**config.mk**
```make
export PLATFORM = sky130hd
export DESIGN_NAME = bf_loop_stack
export DESIGN_NICKNAME = d
export VERILOG_FILES = /design/src/rtl/bf_pkg.sv /design/src/rtl/bf_stack_ram.sv /design/src/rtl/bf_loop_stack.sv
export SDC_FILE = /design/constraint.sdc
export NUM_CORES = 2
export LEC_CHECK = 0
export CAP_MARGIN = 20
export CORE_ASPECT_RATIO = 0.75
export CORE_MARGIN = 1
export CORE_UTILIZATION = 55
export DETAILED_ROUTE_END_ITERATION = 8
export PLACE_DENSITY = 0.78
export SETUP_SLACK_MARGIN = 0.4
export SYNTH_ARGS = -nofsm -noshare
export SYNTH_HDL_FRONTEND = slang
export SYNTH_SLANG_ARGS = --single-unit
```
**constraint.sdc**
```tcl
create_clock -name clk -period 5 [get_ports clk]
set_input_delay 1 -clock clk [delete_from_list [all_inputs] [get_ports clk]]
set_output_delay 1 -clock clk [all_outputs]
set_load 0.1 [all_outputs]
```
**src/rtl/bf_pkg.sv**
```systemverilog
// Shared constants and command encoding for the BF core loop stack.
package bf_pkg;

  localparam int BF_PC_W       = 11;
  localparam int BF_LOOP_DEPTH = 7;

  // Encoding matches {pop, push} so the branch-unit decoder can drive it directly.
  typedef enum logic [1:0] {
    STK_NOP  = 2'b00,
    STK_PUSH = 2'b01,
    STK_POP  = 2'b10,
    STK_REPL = 2'b11
  } stk_cmd_e;

endpackage

```
**src/rtl/bf_stack_ram.sv**
```systemverilog
// Simple dual-port distributed RAM: one synchronous write port, one asynchronous read port.
module bf_stack_ram #(
  parameter int WIDTH   = 11,
  parameter int ENTRIES = 127,
  parameter int AW      = 7
) (
  input  logic             clk,
  input  logic             we,
  input  logic [AW-1:0]    waddr,
  input  logic [WIDTH-1:0] wdata,
  input  logic [AW-1:0]    raddr,
  output logic [WIDTH-1:0] rdata
);

  logic [WIDTH-1:0] mem [ENTRIES];

  // Write port; contents are deliberately not reset.
  always_ff @(posedge clk) begin
    if (we) begin
      mem[waddr] <= wdata;
    end
  end

  assign rdata = mem[raddr];

endmodule

```
**src/rtl/bf_loop_stack.sv**
```systemverilog
// Loop return-address LIFO with a registered top-of-stack, occupancy, and sticky error flags.
module bf_loop_stack
  import bf_pkg::*;
#(
  parameter int WIDTH = BF_PC_W,
  parameter int DEPTH = BF_LOOP_DEPTH
) (
  input  logic             clk,
  input  logic             reset,
  input  logic [WIDTH-1:0] d,
  input  logic             push,
  input  logic             pop,
  input  logic             flush,
  input  logic             err_clr,
  output logic [WIDTH-1:0] q,
  output logic             empty,
  output logic             full,
  output logic [DEPTH:0]   level,
  output logic             overflow,
  output logic             underflow
);

  localparam int             CAP      = 1 << DEPTH;
  localparam logic [DEPTH:0] LVL_ZERO = {(DEPTH+1){1'b0}};
  localparam logic [DEPTH:0] LVL_ONE  = (DEPTH+1)'(1);
  localparam logic [DEPTH:0] LVL_TWO  = (DEPTH+1)'(2);
  localparam logic [DEPTH:0] LVL_CAP  = (DEPTH+1)'(CAP);

  logic [WIDTH-1:0] q_q, q_d;
  logic [DEPTH:0]   level_q, level_d;
  logic             ovf_q, ovf_d;
  logic             unf_q, unf_d;

  logic             mem_we;
  logic [DEPTH:0]   lvl_m1, lvl_m2;
  logic [DEPTH-1:0] waddr, raddr;
  logic [WIDTH-1:0] rdata;
  logic             is_empty, is_full;
  stk_cmd_e         cmd;

  assign is_empty = (level_q == LVL_ZERO);
  assign is_full  = (level_q == LVL_CAP);
  assign cmd      = stk_cmd_e'({pop, push});

  // Addresses wrap harmlessly at low levels; they are only used when level makes them valid.
  assign lvl_m1 = level_q - LVL_ONE;
  assign lvl_m2 = level_q - LVL_TWO;
  assign waddr  = lvl_m1[DEPTH-1:0];
  assign raddr  = lvl_m2[DEPTH-1:0];

  bf_stack_ram #(
    .WIDTH   (WIDTH),
    .ENTRIES (CAP - 1),
    .AW      (DEPTH)
  ) u_ram (
    .clk   (clk),
    .we    (mem_we),
    .waddr (waddr),
    .wdata (q_q),
    .raddr (raddr),
    .rdata (rdata)
  );

  // Next-state decode: flush beats push/pop; a new error beats err_clr.
  always_comb begin
    q_d     = q_q;
    level_d = level_q;
    ovf_d   = err_clr ? 1'b0 : ovf_q;
    unf_d   = err_clr ? 1'b0 : unf_q;
    mem_we  = 1'b0;
    if (flush) begin
      q_d     = {WIDTH{1'b0}};
      level_d = LVL_ZERO;
    end else begin
      case (cmd)
        STK_PUSH: begin
          if (is_full) begin
            ovf_d = 1'b1;
          end else begin
            mem_we  = !is_empty;
            q_d     = d;
            level_d = level_q + LVL_ONE;
          end
        end
        STK_POP: begin
          if (is_empty) begin
            unf_d = 1'b1;
          end else if (level_q == LVL_ONE) begin
            q_d     = {WIDTH{1'b0}};
            level_d = LVL_ZERO;
          end else begin
            q_d     = rdata;
            level_d = lvl_m1;
          end
        end
        STK_REPL: begin
          q_d = d;
          if (is_empty) begin
            level_d = LVL_ONE;
          end else begin
            level_d = level_q;
          end
        end
        default: begin
          q_d = q_q;
        end
      endcase
    end
  end

  // State registers with synchronous reset.
  always_ff @(posedge clk) begin
    if (reset) begin
      q_q     <= {WIDTH{1'b0}};
      level_q <= LVL_ZERO;
      ovf_q   <= 1'b0;
      unf_q   <= 1'b0;
    end else begin
      q_q     <= q_d;
      level_q <= level_d;
      ovf_q   <= ovf_d;
      unf_q   <= unf_d;
    end
  end

  assign q         = q_q;
  assign level     = level_q;
  assign empty     = is_empty;
  assign full      = is_full;
  assign overflow  = ovf_q;
  assign underflow = unf_q;

endmodule

```
==> impl.org <==
** STA
- For this run, the top clock speed supported by timing is 0.2243 GHz.
- Post-route clock skew :: 0.04658 ns
- The number of pins with negative max-slew slack in the final report came to 0.
- Adding up every negative setup slack in the final design gives 0 ns.
- Tcrit/Tclk final :: 0.8917
- The routed design could run at a clock period as short as 4.458 ns.
- Final Setup Violations :: 0
- Setup repair after global routing left no endpoint under its margin.
- Final number of hold-violating endpoints :: 0
- Setup slack of the critical path after layout :: 0.5416 ns
- Measured slew at the worst slew-check pin :: 1.189 ns
- Worst slew margin relative to its limit :: 0.2071

** Place
- Post-detailed-placement half-perimeter wirelength :: 85850 um
- # port buffers :: 39
- Pre-CTS worst setup slack :: 0.6080 ns
- Routability-driven placement finished with a final weighted congestion of 0.9669.

** Finish
- In the final design database the tool counted 2955 nets.
- Most common cell after layout, fill and taps aside :: edfxtp_1
- In the layout the commonest cells are edfxtp_1 (1397), mux4_2 (312), nor2_1 (199).
- Proportion of layout cells with a drive suffix above 1 :: 0.2277
- Layout overhead on the synthesized area :: 11.86%
- Counting the fill cells in the layout gives 6461.

** Drt
- For this run, the detailed router's first-pass iteration total came to 6.
- After detailed routing, the number of remaining DRC violations is 0.
- The first routing iteration left 4661 violations.
- Routed Antenna Nets :: 0
- Sum of met3 wire segment lengths after detailed routing :: 18960 um
- Across all layers, the routed design uses 29.46k vias.
- Detailed routing placed a total of 64490 um of wire on met2.
- Routed signal wires occupy layers up through met5.
- In the routed layout, each cell is associated on average with a via count of 6.763.
- Wire per inst :: 32.14 um
- For this block, the routed nets add up to 140000 um of wire.
- The detailed router put a total of 51690 um of wire on met1.

** Global routing
- Number of global-route vias before repair :: 29.09k
- Antenna violations before repair :: 4
- Aggregate global-route resource usage :: 0.2755
- Maximum number of pins on one net before global-route repair :: 109
- Wire length of the first global-routing pass :: 201600 um
- GRT overflow :: 0

** Clock network
- Post-CTS timing repair inserted 0 buffers for setup.
- The clock net in this run drives a total of 1418 sinks.
- Worst skew pair latency :: 0.75 ns
- The clock passes through at most 3 buffers.
- TritonCTS built the clock tree.
- The tree is rooted in a clkbuf_16.
- Post-CTS repair changed the size of 0 cells.
- H-tree lvl count :: 3
- Buffers inserted to repair hold after CTS numbered 0.
- The number of clock buffers added by TritonCTS is 120.
- Register clock-pin slew on the reported worst setup and hold paths :: 0.08 ns

** Floorplan
- Vertical die dimension :: 277.0 um
- Die Span X :: 368.6 um
- Total I/O pin count :: 40
- For this configuration, the core starts out at a cell density of 0.5567.
- Floorplan core area :: 99600 um^2
- Standard-cell rows :: 100
- The die covers 102100 um^2.

** Critical path
- STA classifies the critical path startpoint as a flop.
- The worst register-to-register path begins at level[2].
- The endpoint identified for the worst register-to-register timing path is q[10].
- The worst setup path is of the flop to flop kind.
- STA classifies the critical path endpoint as a flop.
- CP required :: 5.58 ns
- For the worst flop-to-flop path, the logic depth is 9.
- The setup check on the worst reg-to-reg path leaves a slack of 0.54 ns.
- Of all nets on the critical path, the largest fanout is 14.
- Data on the critical path arrives at its endpoint at 5.04 ns.

** Synthesis
- Synthesis produced a netlist whose cell count is 2747.
- Yosys warnings :: 0
- Dominant register cell in the synthesized netlist :: edfxtp_1
- Register bit total from synthesis :: 1418
- Synth Net Count :: 2771
- Asr flop ratio synth :: 0
- A synthesized cell averages 20.18 um^2.
- Summing every instance area after synthesis gives 55450 um^2.
- The share of the Yosys chip area taken by registers is 0.7642.
- Counting flops with a built-in enable in the synthesized netlist gives 1397.
- The number of different library cells used by synthesis comes to 63.

** Pwr
- Worst VDD drop :: 0.3489 mV
- Power comes to 25.00 mW.
- Combinational Power Share :: 0.101
- Of the total power, the clock network draws 0.365.
- In this run the power density over the cells is 403.1 nW/um^2.
- Switch share :: 0.2410
- Of the total power, registers draw 0.534.
- The analysis attributes to cell leakage a power of 19.31 nW.
- Summed over all nets, the switching power comes to 6.024 mW.
- The internal portion of the total power is 18.98 mW.

** Status
- The flow ran to the end, and the final reports show no timing, DRC or antenna violations.

** Hold path
- Worst-case hold path end point :: underflow
- The tightest min-delay check is of the flop to flop type.
- Worst Hold Depth :: 2
- The worst hold path begins at underflow.

** Run
- Across the run, the number of max-cap violations was 0.
## layout make-up
cell class | count | area (um^2) | share of cell area
flip-flops and latches | 1418 | 42420 | 0.6840
multi-input cells | 1159 | 12270 | 0.1978
clock buffers | 143 | 3109 | 0.05013
repair buffers | 218 | 1819 | 0.02933
well taps | 1326 | 1659 | 0.02675
clock inverters | 74 | 688.2 | 0.01110
inverters | 14 | 52.55 | 0.0008473
diodes | 3 | 7.507 | 0.0001210
## how the worst max path moves through the flow
| stage | slack, ns | to | startpoint |
|---|---|---|---|
| 6_report | 0.54 | q[10] | level[2] |
| 5_1_grt | 0.40 | u_ram.mem[62][2] | level[1] |
| 4_1_cts | 0.61 | q[10] | level[2] |
| 3_5_place_dp | 0.61 | q[10] | level[2] |
| 3_3_place_gp | 0.64 | u_ram.mem[46][0] | pop |
| 2_1_floorplan | 0.68 | u_ram.mem[105][0] | level[0] |
## cell usage after synthesis, drive strengths merged, types with 28 or more instances
master	number	area (um^2)
edfxtp	1397	41950
buf	107	623.1
nand3	28	145.1
mux2i	111	1111
a21oi	49	245.2
o21ai	33	165.2
mux4	312	7027
clkbuf	49	186.4
nand2	161	609.3
nor2	200	753.2
a22oi	70	525.5
## critical path: stages (launching register included)
cell and delay [ns]:
dfxtp_1 0.69, inv_1 0.20, ha_1 0.41, xor2_4 0.63, nor2_1 0.39, a22o_1 0.30, a221oi_1 0.40, o22ai_1 0.33
a2111oi_1 0.83, a211oi_1 0.08
## power by group through the flow
stage / Combinational, mW / Sequential, mW / Clock, mW
detailed placement: 2.44 / 13.6 / 0
CTS: 2.46 / 13.3 / 9.19
global placement: 2.39 / 13.6 / 0
floorplan: 1.36 / 13.8 / 0
global route: 2.60 / 13.3 / 9.60
finish: 2.52 / 13.3 / 9.13
## per-stage QoR
step | instances | hold WS [ns] | area (um^2) | util
floorplan | 2747 | 0.8440 | 55450 | -
global route | 4352 | 0.5741 | 62010 | 0.6227
finish | 4355 | 0.5465 | 62020 | 0.6227
detailed placement | 4130 | 0.5416 | 58140 | 0.5838
CTS | 4347 | 0.5611 | 61940 | 0.6219
global placement | 4130 | 0.5106 | 58140 | 0.5838
## registers in the layout, indices dropped and copies added (netlist names)
register   count
level          8
q             11
underflow      1
u_ram.mem   1397
overflow       1
## layer usage
metal  GRT usage  vias up
met5           0        -
met4     0.08820        8
met3     0.08364      313
met2      0.4128     2304
met1      0.3916    15150
li1            -    11680
## cell families after synthesis
logic type | Yosys count | share of synthesized area
flip-flops | 1418 | 0.7642
AND/OR/NAND/NOR | 431 | 0.03238
multiplexers | 423 | 0.1468
AO/OA/AOI/OAI | 284 | 0.03733
buffers and inverters | 170 | 0.01555
XOR/XNOR | 14 | 0.002212
adder cells (fa/ha/maj) | 7 | 0.001580
(Power assumes the default switching activity.)
